### config.mk
export PLATFORM = sky130hd
export DESIGN_NAME = ucsbece154a_alu_bist
export DESIGN_NICKNAME = d
export VERILOG_FILES = /design/src/rtl/ucsbece154a_alu_bist.sv
export SDC_FILE = /design/constraint.sdc
export NUM_CORES = 1
export LEC_CHECK = 0
export CAP_MARGIN = 20
export CORE_AREA = 5 5 158 160
export DETAILED_ROUTE_END_ITERATION = 8
export DIE_AREA = 0 0 163 165
export GPL_ROUTABILITY_DRIVEN = 0
export HOLD_SLACK_MARGIN = 0.12
export PLACE_DENSITY = 0.8
export SLEW_MARGIN = 20
export SYNTH_ARGS = -nofsm -noshare
export SYNTH_HDL_FRONTEND = slang
export SYNTH_SLANG_ARGS = --single-unit
### constraint.sdc
create_clock -name clk -period 8.6 [get_ports clk]
set_input_delay 0.86 -clock clk [delete_from_list [all_inputs] [get_ports clk]]
set_output_delay 0.86 -clock clk [all_outputs]
set_load 0.02 [all_outputs]
### src/rtl/ucsbece154a_alu_bist.sv
// ucsbece154a_alu_bist -- built-in self-test initiator for the 32-bit
// single-cycle ALU (ADD/SUB/AND/OR/SLT plus zero/overflow/carry/negative).
//
// A start pulse in IDLE or DONE launches a run of NUM_VECTORS vectors. The
// bench registers each vector on alu_a/alu_b/alu_f. It compares the ALU's
// combinational response with an internal golden model on the next edge.
// It then reports pass, err_count and first_fail_idx once done is high.
//
// Ports:
//   clk, reset            clock, synchronous active-high reset
//   start                 one-cycle run request (ignored while running)
//   busy, done, pass      run status; pass valid while done=1
//   err_count             mismatching vectors, saturating at 16'hFFFF
//   first_fail_idx        first mismatching index, 16'hFFFF if none
//   alu_a, alu_b, alu_f   vector driven into the ALU
//   alu_result, alu_zero, alu_overflow, alu_carry, alu_negative  ALU response
//
// Optional build macro: ALU_BIST_STOP_ON_FAIL_EN. When defined, the first
// mismatch ends the run immediately and the failing vector is held on
// alu_a/b/f. When undefined, every vector is applied.
module ucsbece154a_alu_bist #(
    parameter int unsigned NUM_VECTORS = 256,
    parameter logic [31:0] SEED        = 32'hACE1_2025
) (
    input  logic        clk,
    input  logic        reset,
    input  logic        start,
    output logic        busy,
    output logic        done,
    output logic        pass,
    output logic [15:0] err_count,
    output logic [15:0] first_fail_idx,
    output logic [31:0] alu_a,
    output logic [31:0] alu_b,
    output logic [2:0]  alu_f,
    input  logic [31:0] alu_result,
    input  logic        alu_zero,
    input  logic        alu_overflow,
    input  logic        alu_carry,
    input  logic        alu_negative
);

    // ALU op encodings, matching ALUcontrol_* in ucsbece154a_defines.svh
    localparam logic [2:0] ALU_CTRL_ADD = 3'b000;
    localparam logic [2:0] ALU_CTRL_SUB = 3'b001;
    localparam logic [2:0] ALU_CTRL_AND = 3'b010;
    localparam logic [2:0] ALU_CTRL_OR  = 3'b011;
    localparam logic [2:0] ALU_CTRL_SLT = 3'b101;
    localparam logic [31:0] LFSR_TAPS   = 32'h8020_0003;
    localparam logic [15:0] LAST_IDX    = 16'(NUM_VECTORS - 1);

    typedef enum logic [1:0] {IDLE = 2'd0, RUN = 2'd1, DONE = 2'd2} state_t;

    // Right-shifting Galois LFSR step
    function automatic logic [31:0] lfsr_step(input logic [31:0] s);
        if (s[0]) begin
            lfsr_step = (s >> 1) ^ LFSR_TAPS;
        end else begin
            lfsr_step = s >> 1;
        end
    endfunction

    // Op selected by the 0..4 cycle counter
    function automatic logic [2:0] op_of(input logic [2:0] cnt);
        case (cnt)
            3'd0:    op_of = ALU_CTRL_ADD;
            3'd1:    op_of = ALU_CTRL_SUB;
            3'd2:    op_of = ALU_CTRL_AND;
            3'd3:    op_of = ALU_CTRL_OR;
            3'd4:    op_of = ALU_CTRL_SLT;
            default: op_of = ALU_CTRL_ADD;
        endcase
    endfunction

    // Golden response packed as {result, zero, overflow, carry, negative}
    function automatic logic [35:0] golden_resp(input logic [31:0] a,
                                                input logic [31:0] b,
                                                input logic [2:0]  f);
        logic [32:0] sum_s;
        logic [32:0] dif_s;
        logic [31:0] res_s;
        logic        ovf_s;
        logic        cry_s;
        sum_s = {1'b0, a} + {1'b0, b};
        // carry-out of a + ~b + 1, i.e. "no borrow"
        dif_s = {1'b0, a} + {1'b0, ~b} + 33'd1;
        case (f)
            ALU_CTRL_ADD: begin
                res_s = sum_s[31:0];
                cry_s = sum_s[32];
                ovf_s = (a[31] == b[31]) && (res_s[31] != a[31]);
            end
            ALU_CTRL_SUB: begin
                res_s = dif_s[31:0];
                cry_s = dif_s[32];
                ovf_s = (a[31] != b[31]) && (res_s[31] != a[31]);
            end
            ALU_CTRL_AND: begin
                res_s = a & b;
                cry_s = 1'b0;
                ovf_s = 1'b0;
            end
            ALU_CTRL_OR: begin
                res_s = a | b;
                cry_s = 1'b0;
                ovf_s = 1'b0;
            end
            ALU_CTRL_SLT: begin
                res_s = {31'd0, ($signed(a) < $signed(b))};
                cry_s = 1'b0;
                ovf_s = 1'b0;
            end
            default: begin
                res_s = 32'd0;
                cry_s = 1'b0;
                ovf_s = 1'b0;
            end
        endcase
        golden_resp = {res_s, (res_s == 32'd0), ovf_s, cry_s, res_s[31]};
    endfunction

    state_t      state_q, state_d;
    logic [15:0] vec_idx_q, vec_idx_d;
    logic [2:0]  op_cnt_q, op_cnt_d;
    logic [31:0] lfsr_q, lfsr_d;
    logic [31:0] alu_a_q, alu_a_d;
    logic [31:0] alu_b_q, alu_b_d;
    logic [2:0]  alu_f_q, alu_f_d;
    logic        busy_q, busy_d;
    logic        done_q, done_d;
    logic        pass_q, pass_d;
    logic [15:0] err_count_q, err_count_d;
    logic [15:0] first_fail_idx_q, first_fail_idx_d;

    logic [15:0] load_idx_s;
    logic [2:0]  load_op_cnt_s;
    logic [31:0] load_lfsr_s;
    logic [31:0] vec_a_s;
    logic [31:0] vec_b_s;
    logic [31:0] lfsr_after_s;
    logic        mismatch_s;
    logic [15:0] err_next_s;
    logic [15:0] ffi_next_s;

    // Candidate vector to load next: vector 0 on start, vec_idx+1 in RUN
    always_comb begin
        if (state_q == RUN) begin
            load_idx_s    = vec_idx_q + 16'd1;
            load_op_cnt_s = (op_cnt_q == 3'd4) ? 3'd0 : op_cnt_q + 3'd1;
            load_lfsr_s   = lfsr_q;
        end else begin
            load_idx_s    = 16'd0;
            load_op_cnt_s = 3'd0;
            load_lfsr_s   = SEED;
        end
        // The LFSR only steps when a pseudo-random vector is consumed
        if (load_idx_s < 16'd5) begin
            vec_a_s      = 32'h7FFF_FFFF;
            vec_b_s      = 32'h0000_0001;
            lfsr_after_s = load_lfsr_s;
        end else if (load_idx_s < 16'd10) begin
            vec_a_s      = 32'h8000_0000;
            vec_b_s      = 32'h0000_0001;
            lfsr_after_s = load_lfsr_s;
        end else begin
            vec_a_s      = load_lfsr_s;
            vec_b_s      = {load_lfsr_s[15:0], load_lfsr_s[31:16]} ^ 32'h5555_5555;
            lfsr_after_s = lfsr_step(load_lfsr_s);
        end
    end

    // Compare the ALU response for the registered vector; fold into counters
    always_comb begin
        mismatch_s = ({alu_result, alu_zero, alu_overflow, alu_carry, alu_negative}
                      != golden_resp(alu_a_q, alu_b_q, alu_f_q));
        if (mismatch_s && (err_count_q != 16'hFFFF)) begin
            err_next_s = err_count_q + 16'd1;
        end else begin
            err_next_s = err_count_q;
        end
        if (mismatch_s && (first_fail_idx_q == 16'hFFFF)) begin
            ffi_next_s = vec_idx_q;
        end else begin
            ffi_next_s = first_fail_idx_q;
        end
    end

    // FSM next-state and registered-output computation
    always_comb begin
        state_d          = state_q;
        vec_idx_d        = vec_idx_q;
        op_cnt_d         = op_cnt_q;
        lfsr_d           = lfsr_q;
        alu_a_d          = alu_a_q;
        alu_b_d          = alu_b_q;
        alu_f_d          = alu_f_q;
        busy_d           = busy_q;
        done_d           = done_q;
        pass_d           = pass_q;
        err_count_d      = err_count_q;
        first_fail_idx_d = first_fail_idx_q;
        case (state_q)
            IDLE, DONE: begin
                if (start) begin
                    state_d          = RUN;
                    vec_idx_d        = 16'd0;
                    op_cnt_d         = 3'd0;
                    lfsr_d           = lfsr_after_s;
                    alu_a_d          = vec_a_s;
                    alu_b_d          = vec_b_s;
                    alu_f_d          = op_of(3'd0);
                    busy_d           = 1'b1;
                    done_d           = 1'b0;
                    pass_d           = 1'b0;
                    err_count_d      = 16'd0;
                    first_fail_idx_d = 16'hFFFF;
                end else begin
                    state_d = state_q;
                end
            end
            RUN: begin
                err_count_d      = err_next_s;
                first_fail_idx_d = ffi_next_s;
`ifdef ALU_BIST_STOP_ON_FAIL_EN
                if (mismatch_s) begin
                    // failing vector stays on alu_a/b/f for debug
                    state_d = DONE;
                    busy_d  = 1'b0;
                    done_d  = 1'b1;
                    pass_d  = 1'b0;
                end else if (vec_idx_q == LAST_IDX) begin
`else
                if (vec_idx_q == LAST_IDX) begin
`endif
                    state_d = DONE;
                    busy_d  = 1'b0;
                    done_d  = 1'b1;
                    pass_d  = (err_next_s == 16'd0);
                end else begin
                    vec_idx_d = load_idx_s;
                    op_cnt_d  = load_op_cnt_s;
                    lfsr_d    = lfsr_after_s;
                    alu_a_d   = vec_a_s;
                    alu_b_d   = vec_b_s;
                    alu_f_d   = op_of(load_op_cnt_s);
                end
            end
            default: begin
                state_d = IDLE;
            end
        endcase
    end

    // State and output registers with synchronous reset
    always_ff @(posedge clk) begin
        if (reset) begin
            state_q          <= IDLE;
            vec_idx_q        <= 16'd0;
            op_cnt_q         <= 3'd0;
            lfsr_q           <= SEED;
            alu_a_q          <= 32'd0;
            alu_b_q          <= 32'd0;
            alu_f_q          <= 3'd0;
            busy_q           <= 1'b0;
            done_q           <= 1'b0;
            pass_q           <= 1'b0;
            err_count_q      <= 16'd0;
            first_fail_idx_q <= 16'hFFFF;
        end else begin
            state_q          <= state_d;
            vec_idx_q        <= vec_idx_d;
            op_cnt_q         <= op_cnt_d;
            lfsr_q           <= lfsr_d;
            alu_a_q          <= alu_a_d;
            alu_b_q          <= alu_b_d;
            alu_f_q          <= alu_f_d;
            busy_q           <= busy_d;
            done_q           <= done_d;
            pass_q           <= pass_d;
            err_count_q      <= err_count_d;
            first_fail_idx_q <= first_fail_idx_d;
        end
    end

    assign busy           = busy_q;
    assign done           = done_q;
    assign pass           = pass_q;
    assign err_count      = err_count_q;
    assign first_fail_idx = first_fail_idx_q;
    assign alu_a          = alu_a_q;
    assign alu_b          = alu_b_q;
    assign alu_f          = alu_f_q;

endmodule
Yosys cells after proc, flatten, opt, wreduce, memory -nomap -nowiden
Index checks and enable logic that the tools add are counted.
Operators by class
  $add $sub $neg: 6
  order comparisons: 3
  eq/ne operators: 23
  mux-type cells: 48
  bitwise logic cells: 5
  reduce and logical (&&, ||, !) cells: 15
Operator list (count)
  $mux W32: 14
  $pmux W32 S2: 3
  $pmux W32 S5: 1
  $mux W16: 6
  $pmux W16 S2: 3
  $add A32 B32 Y33: 2
  $ne A36 B36 Y1: 1
  $add A33 B1 Y33 const B: 1
  $add A16 B1 Y16 const B: 2
  $and A32 B32 Y32: 1
  $logic_not A32 Y1: 1
  $lt A32 B32 Y1: 1
  $not A32 Y32: 1
  $or A32 B32 Y32: 1
  $eq A16 B16 Y1 const B: 1
  $eq A16 B8 Y1 const B: 1
  $logic_not A16 Y1: 1
  $lt A16 B3 Y1 const B: 1
  $lt A16 B4 Y1 const B: 1
  $ne A16 B16 Y1 const B: 1
  $not A16 Y16: 1
  $mux W3: 5
  $eq A3 B2 Y1 const B: 4
  $pmux W3 S2: 2
  other kinds (22): 44
Storage, ports and cells
  flip-flop bits (word level): 155
  input port bits: 39
  output and inout bits: 102
  word-level logic and storage cells: 112

Longest topological paths before layout
Gate-level depths: netlist of the first run.
  depth after elaboration: 12
  gate-level depth with buffers: 20
  gate-level depth less buffers: 18

Worst setup path after synthesis of the first run
Ideal clock, no wire load.
  path type: flip-flop to flip-flop
  from: register alu_a_q[0] (netlist: alu_a[0])
  to: register err_count_q[10] (netlist: err_count[10])
  setup time: 0.132 ns
  arrival time: 4.562 ns
  data required time: 8.468 ns
  path slack: 3.905 ns
  cell stages (with the launch flop): 20
  path buffers: 1
  clock period less this slack: 4.695 ns
  path through: dfxtp_1 -> inv_1 -> ha_1 -> fa_1 -> nor3_1 -> o311ai_0 -> a311oi_1 -> o21ai_0 -> a22oi_1 -> o221ai_1 -> nor4b_1 -> nand4_1 -> or4_1 -> o31a_1 -> or3_4 -> a21oi_4 -> buf_6 -> a31oi_1 -> o21ai_1 -> a21oi_1
On the way
  word-level cells in the longest chain between the ends: 9
  elaborated cells between the ends (all ways): 18
  classes of those cells: add/sub (3); order compare (1); eq/ne (3); mux (5); bitwise (2); reduce/logical (4)
Ends and longest elaborated chain
  from (decl): RTL line 126  | logic [31:0] alu_a_q, alu_a_d;
  from (signal assigned): RTL line 274  | alu_a_q <= alu_a_d;
  parallel branches: the longest is 5 deep, another holds $add A32 B32 Y33
  $ne A36 B36 Y1 (*): RTL line 175  | != golden_resp(alu_a_q, alu_b_q, alu_f_q));
  $logic_and A1 B1 Y1 (*): RTL line 176  | if (mismatch_s && (err_count_q != 16'hFFFF)) begin
  $mux W16 (*): RTL line 176
  $pmux W16 S2 (*): RTL line 202  | case (state_q)
  to (signal assigned): RTL line 280  | err_count_q <= err_count_d;
  to (decl): RTL line 132  | logic [15:0] err_count_q, err_count_d;
Mark *: on every way between the ends.
A chain may end at the register's enable or synchronous reset.

Worst setup path after layout of the first run
  from: register alu_a_q[13] (netlist: alu_a[13])
  to: register first_fail_idx_q[10] (netlist: first_fail_idx[10])
On the way
  word-level cells in the longest chain between the ends: 9
  elaborated cells between the ends (all ways): 18
  classes of those cells: add/sub (3); order compare (1); eq/ne (4); mux (3); bitwise (2); reduce/logical (5)
Ends and longest elaborated chain
  parallel branches: the longest is 5 deep, another holds $add A32 B32 Y33
  $ne A36 B36 Y1 (*): RTL line 175
  $logic_and A1 B1 Y1 (*): RTL line 181  | if (mismatch_s && (first_fail_idx_q == 16'hFFFF)) begin
  $ne A2 B1 Y1 (no source line) (*)
  $reduce_and A3 Y1 (no source line) (*)
  to (signal assigned): RTL line 281  | first_fail_idx_q <= first_fail_idx_d;
  to (decl): RTL line 133  | logic [15:0] first_fail_idx_q, first_fail_idx_d;
Marks and branches as above.

==> out/results.txt, run 1 <==
Crit-path cells - inv_1, ha_1, inv_1, a21o_1, a21bo_2, a2111oi_1, a21oi_1, a2111oi_0, xnor2_1, o211ai_1, or4_1, nor4_1, or3_4, nand2_2, a31oi_4, mux2i_1, nand2_1
Critical Setup Path Class - reg2reg
CP bufs+invs - 2
TritonCTS clock tree - yes
Origin of the worst min-delay path - lfsr_q[30]
Post-CTS Setup Bufs - 0
Logic pwr share - 28.3%
CTS Buf Count - 17
Drt drc - 0
Pint - 1340 µW
Final period util - 77.4%
Reg2Reg Setup Slack - 1.94 ns
Row Count - 56
Required @ worst endpoint - 8.88 ns
F_max - 150 MHz
Die footprint - 26900 µm²
Sequential element share of the synthesized area - 24.1%
Setup repair after global routing missed its margin - false
Worst Reg-to-Reg Cells - 17
Share of the synthesized area in the top cell type - 24.1%
R2R Path Start - alu_a[13]
Final ANT Viol Nets - 0
CP Capture Type - flop
Initial core utilization - 55.4%
CP delay by family, top - compound AO/OA/AOI/OAI gates
Slowest cell delay on critical path - 0.89 ns
Slew margin rel. - 28.2%
DR WL/cell - 21.5 µm
Post-synth EDFFs - 0
Syn Nets - 1930
Power Density - 141 nW/µm²
Clock root buffer - clkbuf_16
Crit path max fanout - 31
Ports - 141
Fin crit period - 6.66 ns
Crit-path slowest cell - nor4_1
VDD IR max - 0.129 mV
Die Y - 165 µm
PortBufs - 140
Worst hold path type - reg2reg
Post-DP HPWL - 34900 µm
WHS Endpoint - lfsr_q[30]
Pins Over Slew Limit - 0
Synthesized area - 12900 µm²
Area Growth Syn to Fin - 15.3%
Synth Instances - 1789
Yosys top cell by area - dfxtp_1
Post-cts resize count - 0
First-pass GRT wire length - 72500 µm
Wirelength, routed - 46500 µm
Final setup viols - 0
Final setup TNS - 0 ns
Initial DRT Pass Iterations - 6
Post-synth top flop - dfxtp_1
Final Hold Viols - 0
Worst-Margin Slew - 1.07 ns
Library cells used by synthesis - 87
Overall Global Routing Usage - 33.3%
Largest net degree at the start of global routing - 72
Async set or reset register ratio after synthesis - 0%
Reg-to-reg endpoint - first_fail_idx[10]
Startpoint Class - flop
Via Count - 14400
Area contributors post-synth - dfxtp_1 (24%), ha_1 (9.7%), a21oi_1 (6.8%), nand2_1 (5.3%), nor2_1 (5.2%)
ANT cells - 0
Worst-path clk slew - 0.07 ns
CP dominant cell by count - inv_1
Crit path DAT - 6.94 ns
CTS max path bufs - 2
Mean Syn Cell Area - 7.20 µm²
Clk_lat worst skew - 0.44 ns
YS warnings - 0
Clock share of power - 35.0%
Placeable Area - 23300 µm²
Hold slack - 0.474 ns
DR vias/cell - 6.65
Vias in the first global route - 13400
Status - completed
Seq cells post-synth - 155
Skew final - 0.0165 ns
Clk sink count - 155
# hold bufs at CTS - 0
DIE WIDTH - 163 µm
Hold path depth - 2
Layout Nets - 1975
Leakage - 0.00539 µW
Starting DRT DRC Count - 1769
H-Tree Depth - 4
Net Sw Power - 759 µW
Sequential power share - 36.7%
Share of layout cells above drive strength 1 - 4.44%
Initial antenna violation count - 0
Max-Cap Viols - 0
Congestion Overflow GR - 0
Switch share - 36.2%
==> flip-flops by register name, summed over array words and instances (netlist names), 2 cells and up <==
| name | count |
|---|---|
| err_count | 16 |
| op_cnt_q | 3 |
| alu_f | 3 |
| state_q | 2 |
| alu_b | 32 |
| vec_idx_q | 16 |
| lfsr_q | 32 |
| alu_a | 32 |
| first_fail_idx | 16 |
==> synthesized netlist by cell type, drive strengths merged, types with 29 or more instances <==
library cell and count:
and3 29, nor2 179, inv 105, buf 35
a221oi 39, clkbuf 94, xnor2 38, a21oi 175
nand3 50, nor4 34, o21ai 122, dfxtp 155
nor2b 30, ha 100, nor3 60, nand2 183
==> placed cells by master, fill, tap and decap left out, types with 24 or more instances in the layout <==
cell,netlist,routed
ha_1,100,100
nand4_1,28,28
nand3_1,49,49
o21ai_1,26,27
o21ai_0,96,95
and3_1,29,29
dfxtp_1,155,154
a21oi_1,174,174
nand2_1,181,180
clkdlybuf4s50_1,0,139
nor2_1,179,179
inv_1,105,105
o211ai_1,24,24
nor2b_1,30,30
nor3_1,60,59
a221oi_1,39,39
nor4_1,33,33
xnor2_1,38,38
==> through the flow <==
stage                     area (µm²)  utilization, %  cells  power, µW  setup slack [ns]
after floorplan                12900               -   1789       1180              3.91
after global placement         14300            61.3   2134       1350              2.19
after detailed placement       14300            61.3   2134       1360              1.98
after CTS                      14800            63.8   2166       2080              1.96
after global routing           14900            63.9   2166       2170              1.72
final                          14900            63.9   2166       2100              1.94
==> power by group through the flow <==
stage,logic (µW),clock network (µW),registers (µW)
2_1_floorplan,375,0,801
5_1_grt,633,767,773
6_report,594,734,770
3_5_place_dp,571,0,785
4_1_cts,573,736,769
3_3_place_gp,562,0,784
==> cell type report <==
type / count / area [µm²]
Multi-Input combinational cell: 1399 / 8870
Fill cell: 2147 / 8400
Sequential cell: 155 / 3100
Timing Repair Buffer: 155 / 1510
Clock buffer: 17 / 425
Tap cell: 319 / 399
Inverter: 106 / 398
Clock inverter: 15 / 146
==> routing by layer <==
| metal | vias up | GRT usage (%) | wire length [µm] |
|---|---|---|---|
| met4 | 0 | 15.0 | 2320 |
| li1 | 6574 | - | - |
| met5 | - | 0 | 0 |
| met1 | 6705 | 43.4 | 18200 |
| met3 | 186 | 5.69 | 4960 |
| met2 | 942 | 54.1 | 21000 |
==> worst min-delay path, delay by kind of cell (launching register included) <==
family / cells / cell delay (ns)
DFF: 1 / 0.32
and+or+nand+nor: 1 / 0.05
AOI/OAI and AO/OA: 1 / 0.05
==> kinds of logic (layout without fill, tap and decap cells) <==
kind of cell,count (synthesis),in the layout,synth area share [%]
compound gates,560,560,28.5
xor+xnor,61,61,4.15
fa+ha+maj,102,102,10.0
buf+inv,235,293,7.24
flops,155,155,24.1
mux,21,21,1.76
simple gates,655,655,24.3
==> worst max path at each step <==
stage | startpoint | to | slack, ns | depth (start not counted)
detailed placement | alu_a[13] | first_fail_idx[10] | 1.98 | 17
global placement | alu_a[13] | first_fail_idx[10] | 2.19 | 17
global route | alu_a[15] | first_fail_idx[3] | 1.72 | 17
CTS | alu_a[13] | first_fail_idx[10] | 1.96 | 17
floorplan | alu_a[0] | err_count[10] | 3.91 | 19
finish | alu_a[13] | first_fail_idx[10] | 1.94 | 17
Note: power is estimated with default switching activity, not from simulation.
==> inputs of run 2 (changes only) <==
Clock period 8.6 ns to 6.21 ns, I/O delays scaled along.
==> out/results.txt, run 2 (synthesis gave the netlist of run 1 again) <==
Ports - 141
Post-CTS Setup Bufs - 0
Skew final - 0.0106 ns
Status - completed
Worst hold path type - reg2reg
Clk_lat worst skew - 0.44 ns
Post-cts resize count - 0
Starting DRT DRC Count - 1670
PortBufs - 140
Worst-Margin Slew - 1.03 ns
Slew margin rel. - 30.9%
Initial antenna violation count - 0
DR vias/cell - 6.60
Commonest non-fill, non-tap cell in the layout - nand2_1
Leakage - 0.00543 µW
First-pass GRT wire length - 71500 µm
Row Count - 56
Critical Setup Path Class - reg2reg
Post-Route Utilization - 64.3%
Fin crit period - 5.85 ns
Hold slack - 0.477 ns
Clock share of power - 37.1%
Crit path DAT - 6.13 ns
ANT cells - 0
Max-Cap Viols - 0
Congestion Overflow GR - 0
Pins Over Slew Limit - 0
Final setup viols - 0
Final period util - 94.2%
Share of layout cells above drive strength 1 - 4.96%
Pint - 1980 µW
Power Density - 200 nW/µm²
Most frequent cells in the layout - nand2_1 (180), nor2_1 (178), a21oi_1 (174), dfxtp_1 (154), clkdlybuf4s50_1 (139)
Wirelength, routed - 45800 µm
DR WL/cell - 21.1 µm
Net Sw Power - 1020 µW
Area Growth Syn to Fin - 16.2%
Clock root buffer - clkbuf_16
Largest net degree at the start of global routing - 113
Die Y - 165 µm
Layout Nets - 1982
Crit path max fanout - 16
Logic pwr share - 27.3%
F_max - 171 MHz
Post-place setup slack - 0.311 ns
Clk sink count - 155
Final Hold Viols - 0
DIE WIDTH - 163 µm
Required @ worst endpoint - 6.49 ns
CTS max path bufs - 2
Placeable Area - 23300 µm²
TritonCTS clock tree - yes
Switch share - 34.0%
Sequential power share - 35.7%
Die footprint - 26900 µm²
Initial core utilization - 55.4%
Startpoint Class - flop
VDD IR max - 0.188 mV
Final setup margin - 0.363 ns
Drt drc - 0
Final setup TNS - 0 ns
Worst-path clk slew - 0.06 ns
Setup repair after global routing missed its margin - false
Vias in the first global route - 13100
Via Count - 14300
Pwr Total - 3000 µW
Initial DRT Pass Iterations - 8
Overall Global Routing Usage - 33.2%
CTS Buf Count - 17
H-Tree Depth - 4
Final ANT Viol Nets - 0
CP Capture Type - flop
# hold bufs at CTS - 0
Post-DP HPWL - 34300 µm
==> run 2: power groups by stage <==
stage | Sequential, µW | Clock (µW) | Combinational [µW]
floorplan | 1110 | 0 | 519
CTS | 1070 | 1110 | 793
global placement | 1090 | 0 | 781
detailed placement | 1090 | 0 | 789
global route | 1070 | 1160 | 879
finish | 1070 | 1110 | 817
==> run 2: final timing paths <==
check,start,end,slack [ns],depth (start not counted)
max,alu_a[15],err_count[0],0.36,17
min,op_cnt_q[1],op_cnt_q[1],0.48,2
max reg2reg,alu_a[15],err_count[0],0.36,17
min reg2reg,op_cnt_q[1],op_cnt_q[1],0.48,2
==> run 2: layer usage <==
layer / vias to the layer above / track usage, % / part of all wire (%)
li1: 6589 / - / -
met3: 209 / 7.19 / 11
met1: 6535 / 42.6 / 39
met2: 1009 / 53.0 / 44
met4: 0 / 16.1 / 5.7
met5: - / 0 / 0
==> run 2: critical path, stage by stage, from the launching register on <==
cell	delay (ns)
dfxtp_1	0.46
inv_1	0.13
ha_1	0.63
inv_1	0.17
a21oi_1	0.27
a21bo_2	0.29
a2111oi_2	0.53
a21oi_1	0.18
a2111oi_0	0.46
xnor2_1	0.18
o211ai_1	0.17
or4_1	0.69
o31a_1	0.31
or3_4	0.39
a21oi_4	0.41
a21oi_1	0.16
mux2i_1	0.20
nor2_1	0.06
==> run 2: per-stage QoR <==
| stage | std cells | instance area (µm²) |
|---|---|---|
| after CTS | 2173 | 14900 |
| final | 2173 | 15000 |
| after global routing | 2173 | 15000 |
| after global placement | 2141 | 14300 |
| after detailed placement | 2141 | 14300 |
| after floorplan | 1789 | 12900 |
==> run 2: layout make-up <==
class | count | area [µm²]
Timing Repair Buffer | 162 | 1570
Tap cell | 319 | 399
Clock buffer | 18 | 439
Inverter | 106 | 398
Multi-Input combinational cell | 1399 | 8870
Sequential cell | 155 | 3100
Clock inverter | 14 | 185
Fill cell | 2043 | 8300
